**config.mk**
```make
export PLATFORM = sky130hd
export DESIGN_NAME = switch_debouncer
export DESIGN_NICKNAME = d
export VERILOG_FILES = /design/src/rtl/switch_debouncer.sv
export SDC_FILE = /design/constraint.sdc
export NUM_CORES = 1
export LEC_CHECK = 0
export BUFFER_PORTS_ARGS = -buffer_cell sky130_fd_sc_hd__buf_4
export CAP_MARGIN = 5
export CORE_ASPECT_RATIO = 0.75
export CORE_MARGIN = 8
export CORE_UTILIZATION = 40
export CTS_BUF_LIST = sky130_fd_sc_hd__clkbuf_16
export DETAILED_ROUTE_END_ITERATION = 7
export SYNTH_ARGS = -nofsm -noshare
export SYNTH_HDL_FRONTEND = slang
export SYNTH_SLANG_ARGS = --single-unit
```
**constraint.sdc**
```tcl
create_clock -name clk -period 2.4 [get_ports clk]
set_input_delay 0.12 -clock clk [delete_from_list [all_inputs] [get_ports clk]]
set_output_delay 0.12 -clock clk [all_outputs]
set_load 0.05 [all_outputs]
```
**src/rtl/switch_debouncer.sv**
```systemverilog
// switch_debouncer: four independent 2-flop synchronized, counter-based switch debouncers
// Ports: clk/rst (sync, active-high); RawIn[3:0] raw switches {Sw1,Sw2,Sw3,Sa};
//        Sw1/Sw2/Sw3/Sa debounced levels; EdgeRise/EdgeFall one-cycle accept pulses; Changed = OR of pulses
module switch_debouncer #(
    parameter logic [15:0] CNT_MAX = 16'd50000
) (
    input  logic       clk,
    input  logic       rst,
    input  logic [3:0] RawIn,
    output logic       Sw1,
    output logic       Sw2,
    output logic       Sw3,
    output logic       Sa,
    output logic [3:0] EdgeRise,
    output logic [3:0] EdgeFall,
    output logic       Changed
);
    typedef enum logic {STABLE, PENDING} state_t;
    logic [3:0]  meta, sync, db, db_n, rise_n, fall_n;
    state_t      state [4];
    state_t      state_n [4];
    logic [15:0] cnt [4];
    logic [15:0] cnt_n [4];
    assign {Sw1, Sw2, Sw3, Sa} = db;
    always_ff @(posedge clk) begin
        if (rst) begin
            meta     <= '0;
            sync     <= '0;
            db       <= '0;
            EdgeRise <= '0;
            EdgeFall <= '0;
            Changed  <= 1'b0;
            for (int i = 0; i < 4; i++) begin
                state[i] <= STABLE;
                cnt[i]   <= '0;
            end
        end else begin
            meta     <= RawIn;
            sync     <= meta;
            db       <= db_n;
            EdgeRise <= rise_n;
            EdgeFall <= fall_n;
            Changed  <= |(rise_n | fall_n);
            for (int i = 0; i < 4; i++) begin
                state[i] <= state_n[i];
                cnt[i]   <= cnt_n[i];
            end
        end
    end
    // The counter holds how many consecutive differing samples have been seen;
    // reaching CNT_MAX-1 while still differing means this is the CNT_MAX-th one.
    always_comb begin
        db_n   = db;
        rise_n = '0;
        fall_n = '0;
        for (int i = 0; i < 4; i++) begin
            state_n[i] = state[i];
            cnt_n[i]   = cnt[i];
            if (state[i] == STABLE) begin
                state_n[i] = (sync[i] != db[i]) ? PENDING : STABLE;
                cnt_n[i]   = (sync[i] != db[i]) ? 16'd1 : 16'd0;
            end else if (sync[i] == db[i]) begin
                state_n[i] = STABLE;
                cnt_n[i]   = '0;
            end else if (cnt[i] == CNT_MAX - 16'd1) begin
                state_n[i] = STABLE;
                cnt_n[i]   = '0;
                db_n[i]    = sync[i];
                rise_n[i]  = sync[i];
                fall_n[i]  = ~sync[i];
            end else begin
                cnt_n[i] = cnt[i] + 16'd1;
            end
        end
    end
endmodule

```
==> reports/metrics.csv <==
stage,metric,value,unit
run_status,status,completed,
timing,min_period,2.08,ns
grt,grt_pass1_vias,2559,
synthesis,syn_avg_cell_area,9.21,µm²
pwr,internal_power,2210,µW
floorplan,std_cell_rows,30,
worst_hold_path,hold_end,sync[3],
clocking,clk_pin_slew,0.06,ns
timing,rsz0062_at_grt,false,
drt,vias_per_cell,5.00,
clocking,cts_sinks,89,
pwr,power,2820,µW
pwr,ir_worst_vdd,0.451,mV
timing,skew,0.00618,ns
setup_path,timing.rr.end,db[0],
pwr,p_sw,611,µW
setup_path,path_cells,or4b_1 > or4_4 > or4_1 > a21oi_1,
floorplan,ios,19,
timing,setup_tns,0,ns
synthesis,synth_common_cells,"dfxtp_1, nor2_1, xor2_1, nand3_1, xnor2_1",
grt,grt_max_degree,28,
pwr,power_frac_comb,1.2,%
synthesis,syn-num-nets,411,
synthesis,synth_xor_xnor_area_share,12.3,%
timing,slew_violations,0,
synthesis,yosysMostFrequentCell,dfxtp_1,
synthesis,seq_area_frac_synth,48.2,%
floorplan,initial_core_util,41.0,%
setup_path,cp_slowest_stage_delay,0.56,ns
synthesis,yosys-top-cells-area,"dfxtp_1, xor2_1, nor2_1",
timing,max_freq,0.481,GHz
synthesis,synth_top_family_by_area,simple AND/OR/NAND/NOR gates,
floorplan,dieWidth,127,µm
synthesis,syn_inst,401,
setup_path,r2r_slack,0.32,ns
worst_hold_path,hp-class,in2reg,
synthesis,yosys_register_bits,89,
worst_hold_path,hold-path-cell-count,2,
drt,drt-total-wl,6760,µm
clocking,post-cts-setup-buffers,0,
timing,worst_slew_pin_slew,0.538,ns
drt,vias,2718,
drt,drc,0,
drt,drtIter0Drc,141,
drt,ant_nets,0,
grt,antenna_found_initial,0,
clocking,htree_levels,3,
synthesis,synth_compound_area_share,5.18,%
run,cap_violations,0,
placed_design,hpwl,4680,µm
timing,maxSlewHeadroom,64.1,%
clocking,cts_root_buffer,clkbuf_16,
clocking,cts_tree,built,
pwr,clkPwrFrac,45.8,%
setup_path,cp-end-kind,register,
synthesis,muxShareOfSynthArea,0,%
drt,route.detailed.wl_per_inst,12.4,µm
pwr,sw_frac_of_total,21.7,%
cells_and_area,antenna_cells,0,
cells_and_area,layout-drive-gt1-share,11.3,%
setup_path,start_kind,register,
grt,track_usage,11.9,%
timing,period_share,86.6,%
setup_path,crit_required,2.67,ns
synthesis,netlist_area,0.00369,mm²
pwr,leakage,0.00138,µW
floorplan,dieArea,0.0126,mm²
synthesis,synthFlopType,dfxtp_1,
synthesis,synth-simple-area-share,30.3,%
placed_design,place.gp.congestion,0.762,
grt,grt_overflow_total,0,
clocking,cts_made_buffers,9,
setup_path,cp_max_fo,5,
floorplan,core_area,0.00901,mm²
setup_path,crit_slowest_cell,or4_4,
cells_and_area,layout.nets,437,
setup_path,r2r_cells,4,
worst_hold_path,hold_path_startpoint,rst,
synthesis,synthAdderAreaFrac,1.36,%
cells_and_area,n_fill_cell,882,
setup_path,worstPathArrival,2.35,ns
synthesis,synth.top_cell.area_share,48.2,%
setup_path,worstSetupPathType,reg2reg,
cells_and_area,area_delta_synth_final,15.5,%
synthesis,synth.largest_area_cell,dfxtp_1,
clocking,cts_buffer_depth,2,
synthesis,async_flop_share,0,%
synthesis,synth.distinct_cells,40,
pwr,powerDensity,661,mW/mm²
pwr,p_seq_share,53.0,%
timing,finalHoldViolations,0,
drt,firstDrtPassIters,4,
floorplan,die_y,99.2,µm
synthesis,yosysWarnings,0,
setup_path,reg2reg_from,cnt[0][5],
clocking,clk_latency,0.34,ns
timing,setup_viol,0,
placed_design,port_buffers,18,
grt,grt_pass1_wl,12000,µm
synthesis,synth_edf_count,0,
[registers in the layout, indices dropped and copies added, names as in the netlist]
name and count:
cnt 64, Changed 1, sync 4, db 4
state 4, EdgeFall 4, EdgeRise 4, meta 4
[stage by stage]
step	utilization, %	setup WS (ns)	hold slack (ns)	cell area [µm²]	instances
2_1_floorplan	-	0.430	0.248	3690	401
3_3_place_gp	43.9	0.364	0.330	3960	524
3_5_place_dp	43.9	0.334	0.334	3960	524
4_1_cts	47.3	0.305	0.130	4270	544
5_1_grt	47.3	0.179	0.145	4270	544
6_report	47.3	0.323	0.139	4270	544
[area by class of cell]
cell class	instances	area, µm²	area share (%)
clock buffer	9	225	5.28
clock inverter	7	45.0	1.06
inverter	12	45.0	1.06
multi-input combinational	288	1820	42.6
sequential	89	1780	41.8
tap	112	140	3.29
timing repair buffer	27	213	4.99
[per-layer routing]
layer | track usage [%] | wire (µm)
met1 | 15.4 | 3610
met2 | 17.0 | 2780
met3 | 4.54 | 239
met4 | 5.47 | 130
met5 | 0 | 0
[power by group through the flow]
stage	clock (µW)	sequential, µW	combinational [µW]
floorplan	0	1530	20.2
global placement	0	1530	28.8
detailed placement	0	1530	29.2
CTS	1340	1490	34.6
global route	1400	1490	38.6
finish	1290	1490	34.3
[cell families after synthesis]
logic type,after synthesis
buf+inv,24
flops,89
fa+ha+maj,4
compound gates,31
xor+xnor,52
simple gates,201
[critical path: cells and delay by family, from the launching register on]
| kind | cells | cell delay (ns) |
|---|---|---|
| DFF | 1 | 0.36 |
| AOI/OAI and AO/OA | 1 | 0.15 |
| and+or+nand+nor | 3 | 1.50 |
[timing repair]
action                                 in CTS  in global routing
hold buffers                                4                  0
gates resized for setup                     0                  0
endpoints found under the hold margin       4                  0
setup endpoints to repair                   0                  0
[how the worst max path moves through the flow]
stage / end / start / slack [ns] / cells past startpoint
finish: db[0] / cnt[0][5] / 0.32 / 4
global route: EdgeRise[3] / cnt[3][5] / 0.18 / 4
CTS: db[0] / cnt[0][5] / 0.30 / 4
detailed placement: EdgeRise[3] / cnt[3][5] / 0.33 / 4
global placement: Changed / cnt[0][5] / 0.36 / 4
floorplan: Changed / cnt[0][5] / 0.43 / 4
[cell usage in the layout, fill, tap and decap left out, types with 6 or more instances in the layout]
cell,instances
xnor2_1,24
nand3_1,26
a21oi_1,11
buf_4,23
nor3_1,11
inv_1,13
nor2_1,59
xor2_1,28
and3_1,7
and4_1,8
dfxtp_1,89
nand4_1,17
clkbuf_16,9
o21ai_0,10
or4bb_1,6
nor2b_1,10
nand2_1,21
No activity file was read; power rests on OpenSTA's default activity.
